--- src/rtl/if_fetch.sv ---
// IF stage: owns the PC, fetches over a req/ack bus, and feeds {if_pc, if_inst} to IF/ID.
// Optional misaligned-fetch marking is enabled by defining FETCH_ALIGN_CHK_EN.
module if_fetch #(
   parameter logic [31:0] RESET_PC = 32'hBFC0_0000,
   parameter logic [31:0] PC_INC   = 32'd4
) (
   input  logic        clk,
   input  logic        rst,
   input  logic [5:0]  stall,
   input  logic        flush,
   input  logic [31:0] new_pc,
   input  logic        branch_flag,
   input  logic [31:0] branch_target,
   output logic        ibus_req,
   output logic [31:0] ibus_addr,
   input  logic        ibus_ack,
   input  logic [31:0] ibus_rdata,
   output logic        stallreq,
   output logic [31:0] if_pc,
   output logic [31:0] if_inst,
   output logic        if_adel
);

   typedef enum logic [1:0] {FETCH, HOLD, DRAIN} state_e;

   state_e      state_q, state_d;
   logic [31:0] pc_q, pc_d;
   logic [31:0] hold_pc_q, hold_pc_d;
   logic [31:0] hold_inst_q, hold_inst_d;
   logic        br_pend_q, br_pend_d;
   logic [31:0] br_tgt_q, br_tgt_d;
   logic        cap, adv, misal;
   logic [31:0] seq_pc;

`ifdef FETCH_ALIGN_CHK_EN
   assign misal = (pc_q[1:0] != 2'b00);
`else
   assign misal = 1'b0;
`endif

   // A branch resolving on the same edge the delay slot is consumed redirects immediately.
   assign cap    = branch_flag & ~stall[2];
   assign seq_pc = cap ? branch_target : (br_pend_q ? br_tgt_q : pc_q + PC_INC);

   always_ff @(posedge clk) begin
      if (rst) begin
         state_q     <= FETCH;
         pc_q        <= RESET_PC;
         hold_pc_q   <= '0;
         hold_inst_q <= '0;
         br_pend_q   <= 1'b0;
         br_tgt_q    <= '0;
      end else begin
         state_q     <= state_d;
         pc_q        <= pc_d;
         hold_pc_q   <= hold_pc_d;
         hold_inst_q <= hold_inst_d;
         br_pend_q   <= br_pend_d;
         br_tgt_q    <= br_tgt_d;
      end
   end

   always_comb begin
      state_d     = state_q;
      pc_d        = pc_q;
      hold_pc_d   = hold_pc_q;
      hold_inst_d = hold_inst_q;
      br_pend_d   = br_pend_q;
      br_tgt_d    = br_tgt_q;
      adv         = 1'b0;
      if (cap) begin
         br_pend_d = 1'b1;
         br_tgt_d  = branch_target;
      end
      unique case (state_q)
         FETCH: begin
            if (flush) begin
               pc_d = new_pc;
               // An unacked bus cycle must run to completion at its original address.
               if (!misal && !ibus_ack) begin
                  state_d   = DRAIN;
                  hold_pc_d = pc_q;
               end
            end else if (misal) begin
               adv = ~stall[1];
            end else if (ibus_ack) begin
               if (stall[1]) begin
                  state_d     = HOLD;
                  hold_pc_d   = pc_q;
                  hold_inst_d = ibus_rdata;
               end else begin
                  adv = 1'b1;
               end
            end
         end
         HOLD: begin
            if (flush) begin
               pc_d        = new_pc;
               state_d     = FETCH;
               hold_pc_d   = '0;
               hold_inst_d = '0;
            end else if (!stall[1]) begin
               adv     = 1'b1;
               state_d = FETCH;
            end
         end
         DRAIN: begin
            if (flush) pc_d = new_pc;
            if (ibus_ack) state_d = FETCH;
         end
         default: state_d = FETCH;
      endcase
      if (adv) begin
         pc_d      = seq_pc;
         br_pend_d = 1'b0;
      end
      if (flush) br_pend_d = 1'b0;
   end

   // Bus request/address kept free of ibus_ack so a slave may ack combinationally.
   assign ibus_req  = ~rst & ((state_q == DRAIN) | ((state_q == FETCH) & ~misal));
   assign ibus_addr = (state_q == DRAIN) ? {hold_pc_q[31:2], 2'b00} : {pc_q[31:2], 2'b00};

   always_comb begin
      stallreq = 1'b0;
      if_pc    = '0;
      if_inst  = '0;
      if_adel  = 1'b0;
      if (!rst) begin
         unique case (state_q)
            FETCH: begin
               if (misal) begin
                  if_pc   = pc_q;
                  if_adel = 1'b1;
               end else begin
                  stallreq = ~ibus_ack;
                  if (ibus_ack && !flush) begin
                     if_pc   = pc_q;
                     if_inst = ibus_rdata;
                  end
               end
            end
            HOLD: begin
               if_pc   = hold_pc_q;
               if_inst = hold_inst_q;
            end
            DRAIN:   stallreq = 1'b1;
            default: stallreq = 1'b0;
         endcase
      end
   end

endmodule
--- config.mk ---
export PLATFORM = sky130hd
export DESIGN_NAME = if_fetch
export DESIGN_NICKNAME = d
export VERILOG_FILES = /design/src/rtl/if_fetch.sv
export SDC_FILE = /design/constraint.sdc
export NUM_CORES = 1
export LEC_CHECK = 0
export BUFFER_PORTS_ARGS = -buffer_cell sky130_fd_sc_hd__buf_4
export CAP_MARGIN = 40
export CORE_MARGIN = 4
export CORE_UTILIZATION = 50
export CTS_BUF_LIST = sky130_fd_sc_hd__clkbuf_4
export DETAILED_ROUTE_END_ITERATION = 8
export PLACE_DENSITY = 0.8
export SYNTH_ARGS = -nofsm -noshare
export SYNTH_HDL_FRONTEND = slang
export SYNTH_SLANG_ARGS = --single-unit
--- constraint.sdc ---
create_clock -name clk -period 1.8 [get_ports clk]
set_input_delay 0.36 -clock clk [delete_from_list [all_inputs] [get_ports clk]]
set_output_delay 0.36 -clock clk [all_outputs]
set_load 0.02 [all_outputs]
== Yosys cells after proc, flatten, opt, wreduce, memory -nomap -nowiden ==
Index checks and enable logic that the tools add are counted.
Word-level totals
  output and inout port bits: 99
  input bits: 107
  register bits: 131
  logic and storage cells: 73
Operators by class
  eq/ne operators: 11
  reductions and logical operators: 12
  add/sub/neg operators: 1
  multiplexer cells: 37
  bitwise operators: 6
Operators by type and width (number)
  $mux W32: 18
  $pmux W32 S2: 4
  $add A32 B3 Y32 const B: 1
  $reduce_and A5 Y1: 3
  $mux W2: 7
  $ne A3 B3 Y1 const B: 4
  $ne A2 B2 Y1 const B: 5
  $pmux W2 S3: 1
  $reduce_bool A2 Y1: 3
  $reduce_or A3 Y1: 2
  $mux W1: 5
  $pmux W1 S2: 2
  $not A1 Y1: 3
  $and A1 B1 Y1: 2
  $eq A2 B1 Y1 const B: 1
  $eq A2 B2 Y1 const B: 1
  $logic_not A2 Y1: 1
  $reduce_and A2 Y1: 1
  $logic_and A1 B1 Y1: 1
  $logic_not A1 Y1: 1
  $or A1 B1 Y1: 1

== Logic depth before layout (Yosys ltp) ==
  word-level depth: 6
  depth in mapped cells: 8
  depth with buffers taken out: 6

== Worst setup path after synthesis ==
Ideal clock, no wire load.
  path type: in2out
  from: input port flush
  to: output port if_inst[10]
  required time: 1440 ps
  path buffers: 2
  data arrival time: 1629 ps
  cell stages on the path: 5
  path slack: -189 ps
  cell sequence: buf_2 -> nor3_2 -> clkbuf_1 -> a22oi_1 -> nor2_1
On the way
  word-level cells in the longest chain between the ends: 5
Ends and longest elaborated chain
  start, declared: line 10  | input logic flush,
  $logic_not A1 Y1: line 137  | if (ibus_ack && !flush) begin
  $logic_and A1 B1 Y1: line 137
  $mux W32: line 137
  $pmux W32 S2: line 130  | unique case (state_q)
  $mux W32: line 129  | if (!rst) begin
  end, declared: line 20  | output logic [31:0] if_inst,
Every way passes these cells.

== Worst setup path after layout ==
  from: register state_q[0]
  to: output port if_pc[0]
On the way
  word-level cells in the longest chain between the ends: 3
  elaborated cells between the ends (all ways): 4
  those cells by class: 1 x eq/ne; 2 x mux; 1 x reduce/logical
Ends and longest elaborated chain
  start, declared: line 26  | state_e state_q, state_d;
  start signal, assigned: line 54  | state_q <= state_d;
  $eq A2 B1 Y1 or $logic_not A2 Y1 (tied branches): line 130
  $pmux W32 S2 (*): line 130
  $mux W32 (*): line 129
  end, declared: line 19  | output logic [31:0] if_pc,
Every way passes the cells marked *; elsewhere a longest branch is shown, timed or not.

==> impl_metrics.toml <==
[status]
outcome = "finished, violations left"
violations = "negative hold slack, negative setup slack"

[logic_synthesis]
synth_top_family_by_area = "simple AND/OR/NAND/NOR gates"
syn_area_per_cell_sq_um = 7.56
synth_fa_ha_area_share_pct = 0.165
ys.flop_type = "dfxtp_1"
synth-seq-cells = 131
async_reset_ff_share_pct = 0
synth-seq-area-share_pct = 34.5
synthXorXnorAreaFrac_pct = 0.922
netlist_area_sq_um = 7600
ys_warn_count = 0
yosysUniqueCellTypes = 70
synth_compound_area_share_pct = 24.2
synthCells = 1006
synth.area.mux_share_pct = 5.63
synth_edf_count = 0
yosys.area_share.simple_pct = 27.0

[routing]
vias = 10300
drt-total-wl_microns = 37400
viasPerCell = 6.91
drcViolationCount = 0
firstDrtPassIters = 8
drt_iter0_drc = 1658
drtAntennaViolNets = 0
post_drt_wl_per_cell_microns = 25.0

[timing]
finClkSkew_ps = 21.6
maxSlewViolCount = 0
fmax_ghz = 0.391
fin_hold_ws_ps = -0.296
finalCriticalPeriod_ps = 2560
rsz0062_at_grt = "yes"
tightestPinTransition_ps = 629
slew_headroom_pct = 57.0
finalSetupViolations = 137
fin_crit_sh_pct = 142
worst_slack_ps = -760
hold_viol_final = 1

[cells_and_area]
final_core_util_pct = 84.1
fillCellCount = 726
layout.nets = 1404
area_growth_pct = 62.7
drive_above_1_share_pct = 48.4

[pwr]
power.leakage_uw = 0.00497
power_density_nw_per_um2 = 667
p_total_uw = 8240
ir_drop_v = 0.000396

[die]
boundaryPins = 206
row_count = 44
start_util_pct = 51.7
dieHeight_microns = 131
die_w_microns = 131
dieArea_sq_um = 17200
coreArea_sq_um = 14700

[clock_network]
cts_root_buf = "clkbuf_4"
clk_pin_slew_ps = 120
htree_levels = 4
cts_sinks = 131
clk_path_buf_depth = 2
insertion_delay_ps = 620
cts_tree = "done"
cts_buffers = 17

[critical_path]
startpoint_type = "flop"
crit_path_cell_trace = "buf_6 > buf_6 > nor2b_4 > buf_12 > buf_6 > a22oi_2 > nor2_2 > buf_4"
required_ps = 1440
worstSetupPathType = "flop to primary output"
critPathMaxFanout = 10
cp_common_cell = "buf_6"
crit_path_max_incr_delay_ps = 380
slowest_stage = "dfxtp_4"
end_kind = "primary output"
arrival_ps = 2200

[place]
place.gp.congestion = 0.947
io_buffers = 198
dp_slack_ps = -187
dp_hpwl_microns = 18400

[global_route]
grt.overflow.total = 0
antenna_found_initial = 1
grt_max_degree = 74
grt_pass1_vias = 8552
grt_pass1_wl_microns = 43900
grt_usage_pct = 30.7

[hold_path]
worstHoldPathType = "input port to flop"

[run]
cap_violations = 0
[layer usage]
| layer | part of all wire (%) | track usage, % |
|---|---|---|
| met5 | 0 | 0 |
| met4 | 8.6 | 16.2 |
| met3 | 13 | 7.26 |
| met2 | 46 | 50.9 |
| met1 | 33 | 37.3 |
[cell usage after synthesis (9+ instances only)]
master | count | area (sq um)
a221oi_1 | 10 | 87.6
o21ai_0 | 32 | 160
nor3_1 | 15 | 75.1
nand2_1 | 117 | 439
buf_4 | 9 | 67.6
a21oi_1 | 115 | 576
clkbuf_1 | 67 | 251
nand2b_1 | 38 | 238
mux2i_1 | 9 | 90.1
nor2_1 | 104 | 390
a22oi_1 | 65 | 488
nand3_1 | 92 | 460
a31oi_1 | 13 | 81.3
dfxtp_1 | 131 | 2620
nand4_1 | 11 | 68.8
mux2_2 | 30 | 338
buf_2 | 18 | 90.1
[cell usage in the layout, fill, tap and decap left out, types with 13 or more instances in the layout]
master / n
buf_6: 104
nor3_1: 13
buf_4: 234
nor2_1: 37
mux2_4: 30
clkbuf_4: 21
nand3_1: 89
a22oi_2: 64
nor2_2: 64
a21oi_1: 112
nand2b_1: 36
buf_12: 19
nand2_1: 115
dfxtp_1: 126
o21ai_0: 27
[timing repair]
item | CTS | global route
pin swaps | 8 | 34
gates cloned | 4 | 14
setup buffers | 6 | 28
setup endpoints to repair | 113 | 165
resized for setup | 78 | 229
hold endpoints to repair | 1 | 0
hold buffers | 1 | 0
[path summary, 6_finish.rpt]
path,slack (ps),startpoint,depth (start not counted),to
max,-760,state_q[0]$_SDFFE_PP0P_,8,if_pc[0]
min,-0.3,branch_target[21],3,br_tgt_q[21]$_SDFFE_PP0P_
max reg2reg,-250,state_q[1]$_SDFFE_PP0P_,11,pc_q[22]$_SDFFE_PP1P_
min reg2reg,460,br_tgt_q[24]$_SDFFE_PP0P_,2,br_tgt_q[24]$_SDFFE_PP0P_
[metrics by stage]
| step | TNS, ps | area [sq um] | cells |
|---|---|---|---|
| after floorplan | -1740 | 7770 | 1008 |
| after global placement | -3250 | 10100 | 1409 |
| after detailed placement | -3900 | 10100 | 1409 |
| after CTS | -48100 | 10900 | 1452 |
| after global routing | -63620 | 12400 | 1494 |
| final | -58020 | 12400 | 1494 |
[state kept, by name, indices dropped and copies added, names as in the netlist]
signal       flops
br_pend_q        1
state_q          2
hold_inst_q     32
br_tgt_q        32
hold_pc_q       32
pc_q            32
[cell type report]
cell class	instances	area, sq um	area share [%]
multi-input combinational	763	5400	43.6
timing repair buffer	375	3700	29.9
sequential	131	2630	21.3
tap	184	230	1.86
clock inverter	11	208	1.68
clock buffer	21	158	1.28
inverter	8	37.5	0.304
antenna	1	2.50	0.0202
[kinds of logic (layout without fill, tap and decap cells)]
| family | after synthesis | in the layout |
|---|---|---|
| muxes | 39 | 39 |
| AOI/OAI and AO/OA | 288 | 289 |
| DFF | 131 | 131 |
| adders and majority gates | 1 | 1 |
| xor gates and xnor gates | 8 | 8 |
| buffers and inverters | 115 | 415 |
| and+or+nand+nor | 423 | 423 |
| other | 1 | 4 |
[power breakdown]
group	switching, uW	internal, uW	total [uW]
sequential	155	3050	3210
combinational	1250	1120	2370
clock	1230	1430	2660
total	2640	5600	8240
[worst max-delay path: cells and delay by family, from the launching register on]
kind,cells,cell delay [ps]
AOI/OAI and AO/OA,1,100
buffers and inverters,5,760
DFF,1,380
and+or+nand+nor,2,340
Power figures use the tool's default switching activity.
